<file path="src/rtl/seq_shifter.sv">
// Multi-cycle barrel-free shifter: shifts by at most STEP positions per BUSY cycle.
// Define SEQ_SHIFTER_ROTATE_EN to add ROL/ROR; otherwise those codes are unsupported.
module seq_shifter #(
  parameter int WIDTH = 32,
  parameter int STEP  = 4
) (
  input  logic             clk,
  input  logic             rst_n,
  input  logic             in_valid,
  output logic             in_ready,
  input  logic [WIDTH-1:0] a,
  input  logic [WIDTH-1:0] b,
  input  logic [3:0]       operation,
  output logic             out_valid,
  input  logic             out_ready,
  output logic [WIDTH-1:0] result,
  output logic             zero_flag
);

  localparam int SHW = $clog2(WIDTH);
  localparam logic [SHW-1:0] STEP_N = SHW'(STEP);

  localparam logic [1:0] IDLE = 2'd0;
  localparam logic [1:0] BUSY = 2'd1;
  localparam logic [1:0] DONE = 2'd2;

  localparam logic [3:0] OP_SLL = 4'b0001;
  localparam logic [3:0] OP_SRL = 4'b0010;
  localparam logic [3:0] OP_SRA = 4'b0011;
  localparam logic [3:0] OP_ROL = 4'b0100;
  localparam logic [3:0] OP_ROR = 4'b0101;

  logic [1:0]       state;
  logic [WIDTH-1:0] acc;
  logic [SHW-1:0]   remaining;
  logic [3:0]       op_q;
  logic [SHW-1:0]   n;
  logic [SHW-1:0]   rem_nxt;
  logic [SHW-1:0]   sh;
  logic             unused_b;

  assign unused_b = ^b[WIDTH-1:SHW];
  assign sh       = b[SHW-1:0];

  function automatic logic op_supported(input logic [3:0] op);
    logic ok;
    case (op)
      OP_SLL, OP_SRL, OP_SRA: ok = 1'b1;
`ifdef SEQ_SHIFTER_ROTATE_EN
      OP_ROL, OP_ROR:         ok = 1'b1;
`endif
      default:                ok = 1'b0;
    endcase
    return ok;
  endfunction

  // Rotations use -amt (mod WIDTH) for the wrap-around part; amt is never 0 in BUSY.
  function automatic logic [WIDTH-1:0] shift_step(input logic [WIDTH-1:0] val,
                                                  input logic [3:0]       op,
                                                  input logic [SHW-1:0]   amt);
    logic [WIDTH-1:0] r;
    logic [SHW-1:0]   inv;
    inv = -amt;
    case (op)
      OP_SLL:  r = val << amt;
      OP_SRL:  r = val >> amt;
      OP_SRA:  r = $unsigned($signed(val) >>> amt);
`ifdef SEQ_SHIFTER_ROTATE_EN
      OP_ROL:  r = (val << amt) | (val >> inv);
      OP_ROR:  r = (val >> amt) | (val << inv);
`endif
      default: r = '0;
    endcase
    if (inv == '0) r = r;
    return r;
  endfunction

  always_comb begin
    n       = (remaining < STEP_N) ? remaining : STEP_N;
    rem_nxt = remaining - n;
  end

  always_ff @(posedge clk or negedge rst_n) begin
    if (!rst_n) begin
      state     <= IDLE;
      acc       <= '0;
      remaining <= '0;
      op_q      <= '0;
    end else begin
      case (state)
        IDLE: begin
          if (in_valid) begin
            op_q <= operation;
            if (op_supported(operation)) begin
              acc       <= a;
              remaining <= sh;
              state     <= (sh == '0) ? DONE : BUSY;
            end else begin
              acc       <= '0;
              remaining <= '0;
              state     <= DONE;
            end
          end
        end
        BUSY: begin
          acc       <= shift_step(acc, op_q, n);
          remaining <= rem_nxt;
          if (rem_nxt == '0) state <= DONE;
        end
        DONE: begin
          if (out_ready) state <= IDLE;
        end
        default: state <= IDLE;
      endcase
    end
  end

  assign in_ready  = (state == IDLE);
  assign out_valid = (state == DONE);
  assign result    = acc;
  assign zero_flag = (acc == '0);

endmodule

</file>
<file path="config.mk">
export PLATFORM = sky130hd
export DESIGN_NAME = seq_shifter
export DESIGN_NICKNAME = d
export VERILOG_FILES = /design/src/rtl/seq_shifter.sv
export SDC_FILE = /design/constraint.sdc
export NUM_CORES = 1
export LEC_CHECK = 0
export ABC_AREA = 1
export CELL_PAD_IN_SITES_DETAIL_PLACEMENT = 2
export CELL_PAD_IN_SITES_GLOBAL_PLACEMENT = 2
export CORE_ASPECT_RATIO = 0.7
export CORE_MARGIN = 2
export CORE_UTILIZATION = 28
export CTS_BUF_LIST = sky130_fd_sc_hd__clkbuf_4 sky130_fd_sc_hd__clkbuf_8
export CTS_CLUSTER_SIZE = 8
export DETAILED_ROUTE_END_ITERATION = 8
export HOLD_SLACK_MARGIN = 0.05
export PLACE_DENSITY = 0.94
export SYNTH_ARGS = -nofsm -noshare
export SYNTH_HDL_FRONTEND = slang
export SYNTH_SLANG_ARGS = --single-unit
</file>
<file path="constraint.sdc">
create_clock -name clk -period 3.36 [get_ports clk]
set_input_delay 0.336 -clock clk [delete_from_list [all_inputs] [get_ports clk]]
set_output_delay 0.336 -clock clk [all_outputs]
set_load 0.005 [all_outputs]
</file>
After elaboration in Yosys (flattened, before gate mapping)
Index checks and enable logic that the tools add are counted.
{ "word_totals": {"register_bits": 43, "wordCells": 46, "inputBits": 72} }
{ "op_classes": {"reduce_logical": 9, "shift": 3, "eq_ne": 11, "muxes": 17, "n_lt_le_gt_ge": 1, "addsub": 1} }
{ "ops": {"columns": ["operator", "n"], "rows": [
  ["$pmux W32 S3", 1],
  ["$mux W32", 2],
  ["$pmux W32 S2", 1],
  ["$logic_not A32 Y1", 1],
  ["$shl A32 B5 Y32", 1],
  ["$shr A32 B5 Y32", 1],
  ["$sshr A32 B5 Y32", 1],
  ["$eq A4 B2 Y1 const B", 4],
  ["$mux W5", 3],
  ["$logic_not A5 Y1", 2],
  ["$mux W2", 5],
  ["$pmux W5 S2", 1],
  ["$eq A4 B1 Y1 const B", 2],
  ["$pmux W2 S3", 1],
  ["$lt A5 B3 Y1 const B", 1],
  ["$sub A5 B5 Y5", 1],
  ["$ne A2 B2 Y1 const B", 2],
  ["$reduce_and A2 Y1", 2],
  ["$mux W1", 3],
  ["$reduce_and A3 Y1", 1],
  ["$reduce_or A3 Y1", 1],
  ["$eq A2 B1 Y1 const B", 1],
  ["$eq A2 B2 Y1 const B", 1],
  ["$logic_not A2 Y1", 1],
  ["other kinds (2)", 2]
]} }

Depth between registers and ports, before layout
{ "logic_depth": {"word_depth": 8, "depth_mapped": 12} }

Worst setup path before layout
No wires, ideal clock.
{ "synth_timing": {"kind": "register to register", "startpoint": "register remaining[4]", "endpoint": "register state[1]", "path_slack_ns": 1.638, "path_stages_with_launch": 11, "arrival_ns": 1.640, "path_buffers": 1, "synth_period_minus_slack_ns": 1.722, "setup_ns": 0.083, "path_cell_list": "dfrtp_1 > nor2_4 > nand2_4 > buf_2 > nand2_1 > ha_1 > a21oi_1 > nand2_1 > nand2_1 > nand3_1 > o21ai_0"} }
{ "synth_between": {"elab_chain_len": 6} }
{ "synth_lines": {"columns": ["item", "line_no", "source"], "rows": [
  ["start: declaration", "35", "logic [SHW-1:0] remaining;"],
  ["start signal: assignment", "96", "remaining <= sh;"],
  ["start signal: assignment", "107", "remaining <= rem_nxt;"],
  ["$lt A5 B3 Y1", "79", "n = (remaining < STEP_N) ? remaining : STEP_N;"],
  ["$mux W5", "79", null],
  ["$sub A5 B5 Y5 *", "80", "rem_nxt = remaining - n;"],
  ["$logic_not A5 Y1 *", "108", "if (rem_nxt == '0) state <= DONE;"],
  ["$ne A2 B2 Y1 (no source line) *", null, null],
  ["$reduce_and A3 Y1 (no source line) *", null, null],
  ["end signal: assignment", "97", "state <= (sh == '0) ? DONE : BUSY;"],
  ["end: declaration", "33", "logic [1:0] state;"]
]} }
Every way passes the cells marked *; elsewhere a longest branch is shown, timed or not.
A chain may end at the register's enable or synchronous reset.

Worst setup path in the final report
{ "layout_timing": {"startpoint": "register acc[5], in the netlist result[5]", "endpoint": "output port zero_flag"} }
{ "layout_between": {"elab_chain_len": 1} }
{ "layout_lines": {"columns": ["item", "line_no", "source"], "rows": [
  ["start: declaration", "34", "logic [WIDTH-1:0] acc;"],
  ["start signal: assignment", "106", "acc <= shift_step(acc, op_q, n);"],
  ["$logic_not A32 Y1", "121", "assign zero_flag = (acc == '0);"],
  ["end: declaration", "17", "output logic zero_flag"]
]} }
No other way between the ends.

==> flow_metrics.env <==
export IMPL_grt_ovfl_total=0
export IMPL_worstPathMaxFanout=5
export IMPL_drcViolationCount=0
export IMPL_p_sw_mw=2.91
export IMPL_setup_slack_ns=0.546
export IMPL_synth_nets=841
export IMPL_coreArea_sq_mm=0.0155
export IMPL_dieArea_sq_mm=0.0169
export IMPL_grt_pass1_wl_um=31900
export IMPL_pre_cts_ws_ns=0.810
export IMPL_swShare_pct=56.5
export IMPL_fp_dieH_um=109
export IMPL_power_frac_clock_pct=7.1
export IMPL_hold_buffers=0
export IMPL_clockBufferDepth=2
export IMPL_ys_flop_type="dfrtp_1"
export IMPL_rsz0062_at_grt="false"
export IMPL_dpl_hpwl_um=14900
export IMPL_avgSynthCellArea_sq_um=5.78
export IMPL_r2r_slack_ns=0.81
export IMPL_place_congestion=0.851
export IMPL_pin_count=107
export IMPL_avgViaCountPerCell=5.27
export IMPL_relSlewSlack_pct=25.8
export IMPL_row_count=38
export IMPL_critPathLaunchType="register"
export IMPL_synth_seq_area_share_pct=24.3
export IMPL_layout_common_cells="nand2_1, nor2_1, clkdlybuf4s50_1"
export IMPL_status="completed"
export IMPL_hold_viol=0
export IMPL_nets=895
export IMPL_grt_pass1_vias=5864
export IMPL_grt_max_degree=44
export IMPL_finalCritPeriodShare_pct=83.8
export IMPL_cp_required_ns=3.02
export IMPL_ir_drop_mv=0.227
export IMPL_cts_tree="built"
export IMPL_wl_per_cell_um=19.2
export IMPL_internal_power_mw=2.24
export IMPL_setup_viol=0
export IMPL_cts_resized=0
export IMPL_n_fill_cell=1949
export IMPL_antenna_cells=0
export IMPL_crit_arrival_ns=2.48
export IMPL_cts_clk_slew_worst_paths_ns=0.10
export IMPL_drt_iter0_markers=287
export IMPL_combPwrFrac_pct=69.2
export IMPL_die_w_um=154
export IMPL_fmax_mhz=355
export IMPL_cts_num_sinks=43
export IMPL_fin_setup_tns_ns=0
export IMPL_synth_cell_types=34
export IMPL_portBuffers=79
export IMPL_via_count=5387
export IMPL_drtPass1Iterations=4
export IMPL_syn_inst=767
export IMPL_hold_slack_ns=0.220
export IMPL_seqPwrFrac_pct=23.7
export IMPL_cts_made_buffers=5
export IMPL_yosys_warnings=0
export IMPL_slew_violations=0
export IMPL_htreeDepth=2
export IMPL_p_leak_nw=2.39
export IMPL_synth_area_sq_mm=0.00444
export IMPL_antenna_left=0
export IMPL_initial_core_util_pct=28.6
export IMPL_skew_ns=0.00976
export IMPL_hp_class="in -> async"
export IMPL_max_cap_violations=0
export IMPL_final_common_cell="nand2_1"
export IMPL_grt_usage_pct=24.0
export IMPL_layout_drive_gt1_share_pct=5.23
export IMPL_finalWirelength_um=19700
export IMPL_synth_seq_cells=43
export IMPL_crit_type="reg -> out"
export IMPL_worstMarginPinSlew_ns=1.11
export IMPL_area_delta_synth_final_pct=21.2
export IMPL_period_minus_slack_ns=2.81
export IMPL_end_kind="primary output"
export IMPL_powerDensity_mw_per_mm2=958
export IMPL_cts_setup_buffers=0
export IMPL_antenna_found_initial=0
export IMPL_ys_async_sr_fraction_pct=100
export IMPL_clock_root_buffer="clkbuf_8"
export IMPL_clk_latency_ns=0.33
export IMPL_synth_edf_count=0
power by group through the flow:
stage	Clock (mW)	Sequential [mW]	Combinational (mW)
after floorplan	0	1.06	2.30
after global placement	0	1.19	3.31
after detailed placement	0	1.22	3.53
after CTS	0.376	1.21	3.57
after global routing	0.393	1.27	3.99
final	0.364	1.22	3.56
worst max-delay path, cell delays in order (launching register included):
cell	delay, ns
dfrtp_1	0.46
inv_1	0.20
nand4_1	0.14
nor2_1	0.19
nand2_1	0.13
nor4_1	0.43
clkdlybuf4s50_1	0.59
worst paths after layout:
kind                       cells past startpoint    startpoint         end
min reg2reg                                    2       op_q[3]     op_q[3]
min in group clk                               2       op_q[3]     op_q[3]
max in group asynchronous                      1         rst_n   result[4]
min                                            1         rst_n  result[12]
max                                            6     result[5]   zero_flag
max reg2reg                                    9  remaining[4]  result[17]
metrics by stage:
| step | instance area, sq um | power [mW] | util, % | std cells |
|---|---|---|---|---|
| final | 5380 | 5.15 | 34.7 | 1022 |
| after global routing | 5380 | 5.65 | 34.7 | 1022 |
| after CTS | 5380 | 5.16 | 34.7 | 1022 |
| after detailed placement | 5290 | 4.75 | 34.1 | 1014 |
| after global placement | 5290 | 4.50 | 34.1 | 1014 |
| after floorplan | 4440 | 3.36 | - | 767 |
state kept, by name, summed over array words and instances (netlist names):
signal and count:
op_q 4, remaining 5, result 32, state 2
cells in the mapped netlist (all sizes together) (2+ instances only):
master / count / area, sq um
a21boi: 27 / 210
nand3: 73 / 390
nor2: 89 / 369
xor2: 2 / 17.5
buf: 29 / 223
nor3: 6 / 30.0
nor4: 3 / 18.8
o211ai: 2 / 15.0
nand4: 10 / 62.6
a22oi: 4 / 30.0
o21ai: 64 / 324
conb: 2 / 7.51
inv: 63 / 236
clkbuf: 13 / 50.0
dfrtp: 43 / 1080
ha: 2 / 25.0
nand2: 282 / 1080
a21oi: 50 / 254
logic make-up after synthesis:
| group | Yosys count | share of synthesized area (%) |
|---|---|---|
| and+or+nand+nor | 464 | 44.0 |
| other | 2 | 0.169 |
| DFF | 43 | 24.3 |
| xor gates and xnor gates | 2 | 0.395 |
| buffers and inverters | 105 | 11.5 |
| adders and majority gates | 2 | 0.564 |
| AOI/OAI and AO/OA | 149 | 19.1 |
layer usage:
layer  vias to the layer above  share of wire (%)  GRT usage [%]  wire length, um
met4                         0                1.5           6.88              288
li1                       2594                  -              -                -
met3                        20                4.2           2.68              821
met5                         -                  0              0                0
met1                      2666                 49           33.2             9580
met2                       107                 46           39.9             8970
final cells by class:
type / count / area (sq um) / share of cell area [%]
Clock buffer: 5 / 68.8 / 1.28
Timing Repair Buffer: 89 / 873 / 16.2
Sequential cell: 43 / 1080 / 20.0
Inverter: 63 / 236 / 4.40
Clock inverter: 3 / 15.0 / 0.279
Tap cell: 200 / 250 / 4.65
Multi-Input combinational cell: 619 / 2860 / 53.1
No activity file was read; power rests on OpenSTA's default activity.
==> RTL change 1, RTL diff (same settings) <==
The parameter `WIDTH` goes from 32 to 64.
--- a/src/rtl/seq_shifter.sv
+++ b/src/rtl/seq_shifter.sv
@@ -1,7 +1,7 @@
 // Multi-cycle barrel-free shifter: shifts by at most STEP positions per BUSY cycle.
 // Define SEQ_SHIFTER_ROTATE_EN to add ROL/ROR; otherwise those codes are unsupported.
 module seq_shifter #(
-  parameter int WIDTH = 32,
+  parameter int WIDTH = 64,
   parameter int STEP  = 4
 ) (
   input  logic             clk,
Ports: changed (resized a, b and result); port bits go from 107 to 203. No check against the original RTL was run, so the function may have changed too.
==> RTL change 1 against the unedited design <==
Wire length rose by 91%; sequential power up 77%; design area is 83% higher; synthesized cell count up 85%; sequential cell count increased by 33; clock power rose to 2.6 times the old value; clock skew grew 0.016 ns; worst setup slack got worse by 0.31 ns; sequential share of layout area fell by 0.68 points; final cell count increased by 83%; area after synthesis up 78%; first-iteration DRC count rose by 89%; power is 120% higher; count of clock-buffer cells in the layout up 5.
==> RTL change 1: results (changes against the unedited design) <==
| Metric | Value |
|---|---|
| Outcome | finished, final reports clean |
| DPL Wire Length | 26540 µm (+79%) |
| Syn_nets | 1556 (+85%) |
| DRT met1 WL | 17940 µm (+87%) |
| Distinct cells, synth | 35 (+2.9%) |
| Slowest Stage Delay on Critical Path | 0.55 ns (-0.04 ns) |
| M3 GR Usage | 3.785% (+1.1 points) |
| Leak | 4.135 nW (+73%) |
| Routed vias/inst | 5.391 (+2.3%) |
| Met3 Wirelength | 1619 µm (+97%) |
| Max FFs per register | 64 (+100%) |
| Filler cell count | 3504 (+80%) |
| Pin count of the biggest net entering global routing | 93 (+110%) |
| Vias in the first global route | 10950 (+87%) |
| Post-synthesis sequential area ratio | 24.05% (-0.20 points) |
| WL met2 | 17380 µm (+94%) |
| Data arrival, critical path | 2.79 ns (+0.31 ns) |
| Ranking of synthesized cells by area | nand2_1 25%, dfrtp_1 24%, nand3_1 8.4%, nor2_1 8.3%, o21ai_0 6.1% |
| Commonest cells in the netlist | 533 x nand2_1, 175 x nor2_1, 132 x nand3_1, 97 x o21ai_0, 89 x a21oi_1 |
| GP Congestion | 0.8959 (+5.2%) |
| Share of cells above drive strength 1 | 3.327% (-1.9 points) |
| Vias | 10100 (+88%) |
| Port-buffer cells | 144 (+82%) |
| Slew headroom | 41.86% (+16 points) |
| Hold/Removal Path Class | in -> reg |
| Routed wire length | 37570 µm (+91%) |
RTL change 1: cell types whose count changed after synthesis, sizes merged, moves of 9 or more:
cell,change
nand4,+9
nand2,+254
nand3,+60
o21ai,+62
buf,+24
inv,+24
a21boi,+30
nor2,+91
clkbuf,+27
dfrtp,+33
a21oi,+39
RTL change 1: cell families after synthesis:
logic type / share of synthesized area (%)
compound gates: 20.15
xor+xnor: 0.1108
buf+inv: 10.13
flops: 24.05
mux: 0.2848
simple gates: 45.28
RTL change 1: per-stage QoR:
stage          cell area [µm²]  worst slack (ns)  hold WS (ns)
2_1_floorplan             7906             1.626       0.04041
5_1_grt                   9837            0.1659        0.5262
3_3_place_gp              9578            0.8313        0.4751
3_5_place_dp              9578            0.7420        0.4920
4_1_cts                   9837            0.3061        0.4988
6_report                  9837            0.2387        0.5213
RTL change 1: path summary, 6_finish.rpt:
path | end | start | slack [ns]
min in group asynchronous | result[53] | rst_n | 0.56
max | zero_flag | result[41] | 0.24
max in group asynchronous | result[46] | rst_n | 1.98
min | remaining[3] | b[3] | 0.52
min reg2reg | op_q[3] | op_q[3] | 0.53
max reg2reg | result[4] | remaining[2] | 0.67
RTL change 1: power by group:
part | internal, mW | total (mW) | switching, mW | leakage (nW)
registers | 1.40 | 2.16 | 0.756 | 0.914
clock network | 0.514 | 0.954 | 0.440 | 0.122
logic | 2.85 | 8.19 | 5.34 | 3.10
total | 4.77 | 11.3 | 6.53 | 4.13
RTL change 1: final cells by class:
cell class	instances	area, µm²	share of cell area, %
multi-input combinational	1164	5231	53.18
sequential	76	1902	19.33
timing repair buffer	160	1662	16.89
tap	371	464.2	4.719
inverter	87	329.1	3.345
clock buffer	10	137.6	1.399
clock inverter	6	111.4	1.132
==> RTL change 2, RTL diff (same flow settings) <==
Without the edit above. Put a register stage on the output `zero_flag`, cleared by the reset. The value now appears one clock later. The other outputs are not delayed to match.
--- a/src/rtl/seq_shifter.sv
+++ b/src/rtl/seq_shifter.sv
@@ -118,7 +118,13 @@
   assign in_ready  = (state == IDLE);
   assign out_valid = (state == DONE);
   assign result    = acc;
-  assign zero_flag = (acc == '0);
+  always_ff @(posedge clk or negedge rst_n) begin
+    if (!rst_n) begin
+      zero_flag <= '0;
+    end else begin
+      zero_flag <= (acc == '0);
+    end
+  end
 
 endmodule
 
Formal check against the unedited RTL: not equivalent (a bounded check fails within 4 cycles, from zero or initial values and one cycle with rst_n low).
==> RTL change 2 against the unedited design <==
Worst setup slack better by 0.43 ns; clock skew is 0.0064 ns lower; design area rose by 0.79%; sequential cell count up 1; sequential share of layout area increased by 0.30 points; first-iteration DRC count fell by 9.4%; wire length down 4.8%; area after synthesis fell by 0.90%; power grew 12%; critical path type is now reg -> reg.
==> RTL change 2: results (changes against the unedited design) <==
| Metric | Value |
|---|---|
| Placed cell count | 1019 (+0.49%) |
| Clk pwr | 0.388 mW (+6.6%) |
| Ranking of synthesized cells by area | dfrtp_1 25%, nand2_1 24%, nand3_1 8.3%, nor2_1 7.1%, o21ai_0 5.9% |
| Data arrival, critical path | 2.60 ns (+0.12 ns) |
| Syn_nets | 845 (+0.48%) |
| GP Congestion | 0.8589 (+0.89%) |
| Share of cells above drive strength 1 | 4.716% (-0.52 points) |
| Post-route insts no fill | 1027 (+0.49%) |
| Vias | 5437 (+0.93%) |
| Post-synthesis sequential area ratio | 25.04% (+0.79 points) |
| Final nets | 900 (+0.56%) |
| Xor/xnor share of the synthesized area | 0% (-0.39 points) |
| DPL Wire Length | 14300 µm (-3.8%) |
| Drt wl/cell | 18.22 µm (-5.3%) |
| Distinct cells, synth | 30 (-12%) |
| Iter 0 DRT Violations | 260 (-9.4%) |
| Mapped Cells | 771 (+0.52%) |
| Adder-cell area share of the yosys netlist | 0.5692% (+0.0051 points) |
| Global-route wire length before repair | 31240 µm (-2.0%) |
| Pin count of the biggest net entering global routing | 45 (+2.3%) |
| Setup WS pre-CTS | 0.9964 ns (+0.1862 ns) |
| Outcome | finished, final reports clean |
| Leak | 2.455 nW (+2.9%) |
| Compound-gate portion of the synthesized area | 19.21% (+0.089 points) |
| Port-buffer cells | 79 (unchanged) |
| Sequential Power Share | 21.0% (-2.7 points) |
| Worst Path Max Fanout | 40 (+35) |
| Vias in the first global route | 5804 (-1.0%) |
| Commonest cells in the netlist | 278 x nand2_1, 83 x nor2_1, 73 x nand3_1, 58 x inv_1, 52 x o21ai_0 |
| Slew headroom | 27.47% (+1.6 points) |
| Area after DPL | 5326 µm² (+0.64%) |
| Filler cell count | 1985 (+1.8%) |
-- RTL change 2: cell families after synthesis --
| group | Yosys count |
|---|---|
| and+or+nand+nor | 464 |
| DFF | 44 |
| other | 2 |
| AOI/OAI and AO/OA | 151 |
| adders and majority gates | 2 |
| buffers and inverters | 108 |
-- RTL change 2: per-stage QoR --
step | util [%] | power (mW)
floorplan | - | 3.814
global placement | 34.58 | 5.122
detailed placement | 34.58 | 5.353
CTS | 35.18 | 5.783
global route | 35.18 | 6.382
finish | 35.18 | 5.777
-- RTL change 2: critical path: stages (launching register included) --
cell and delay, ns:
dfrtp_1 0.50, nor2_8 0.23, nand3_4 0.17, inv_2 0.57, buf_4 0.37, nand2_1 0.09
nand3_1 0.07, nand2_1 0.08, nand2_1 0.08, a21boi_1 0.07
-- RTL change 2: worst paths after layout --
kind,slack (ns),endpoint,cells past startpoint,start
setup / recovery,0.98,result[5],9,remaining[3]
hold / removal,0.22,result[28],1,rst_n
setup reg to reg,0.98,result[5],9,remaining[3]
hold reg to reg,0.50,op_q[3],2,op_q[3]
max in group asynchronous,2.48,result[10],1,rst_n
min in group clk,0.50,op_q[3],2,op_q[3]
-- RTL change 2: final cells by class --
| type | count | area, µm² | area share, % |
|---|---|---|---|
| repair buffers | 90 | 893.4 | 16.49 |
| well taps | 200 | 250.2 | 4.618 |
| clock inverters | 2 | 10.01 | 0.1847 |
| inverters | 66 | 247.7 | 4.572 |
| flip-flops and latches | 44 | 1101 | 20.32 |
| multi-input cells | 619 | 2834 | 52.30 |
| clock buffers | 6 | 82.58 | 1.524 |
-- RTL change 2: per-layer routing --
layer  global-route usage (%)  wire [µm]  up-vias
met5                        0          0        -
met4                    3.539        161        0
met3                    3.339        840       14
met2                    36.79       8096      124
met1                    34.02       9616     2700
li1                         -          -     2599
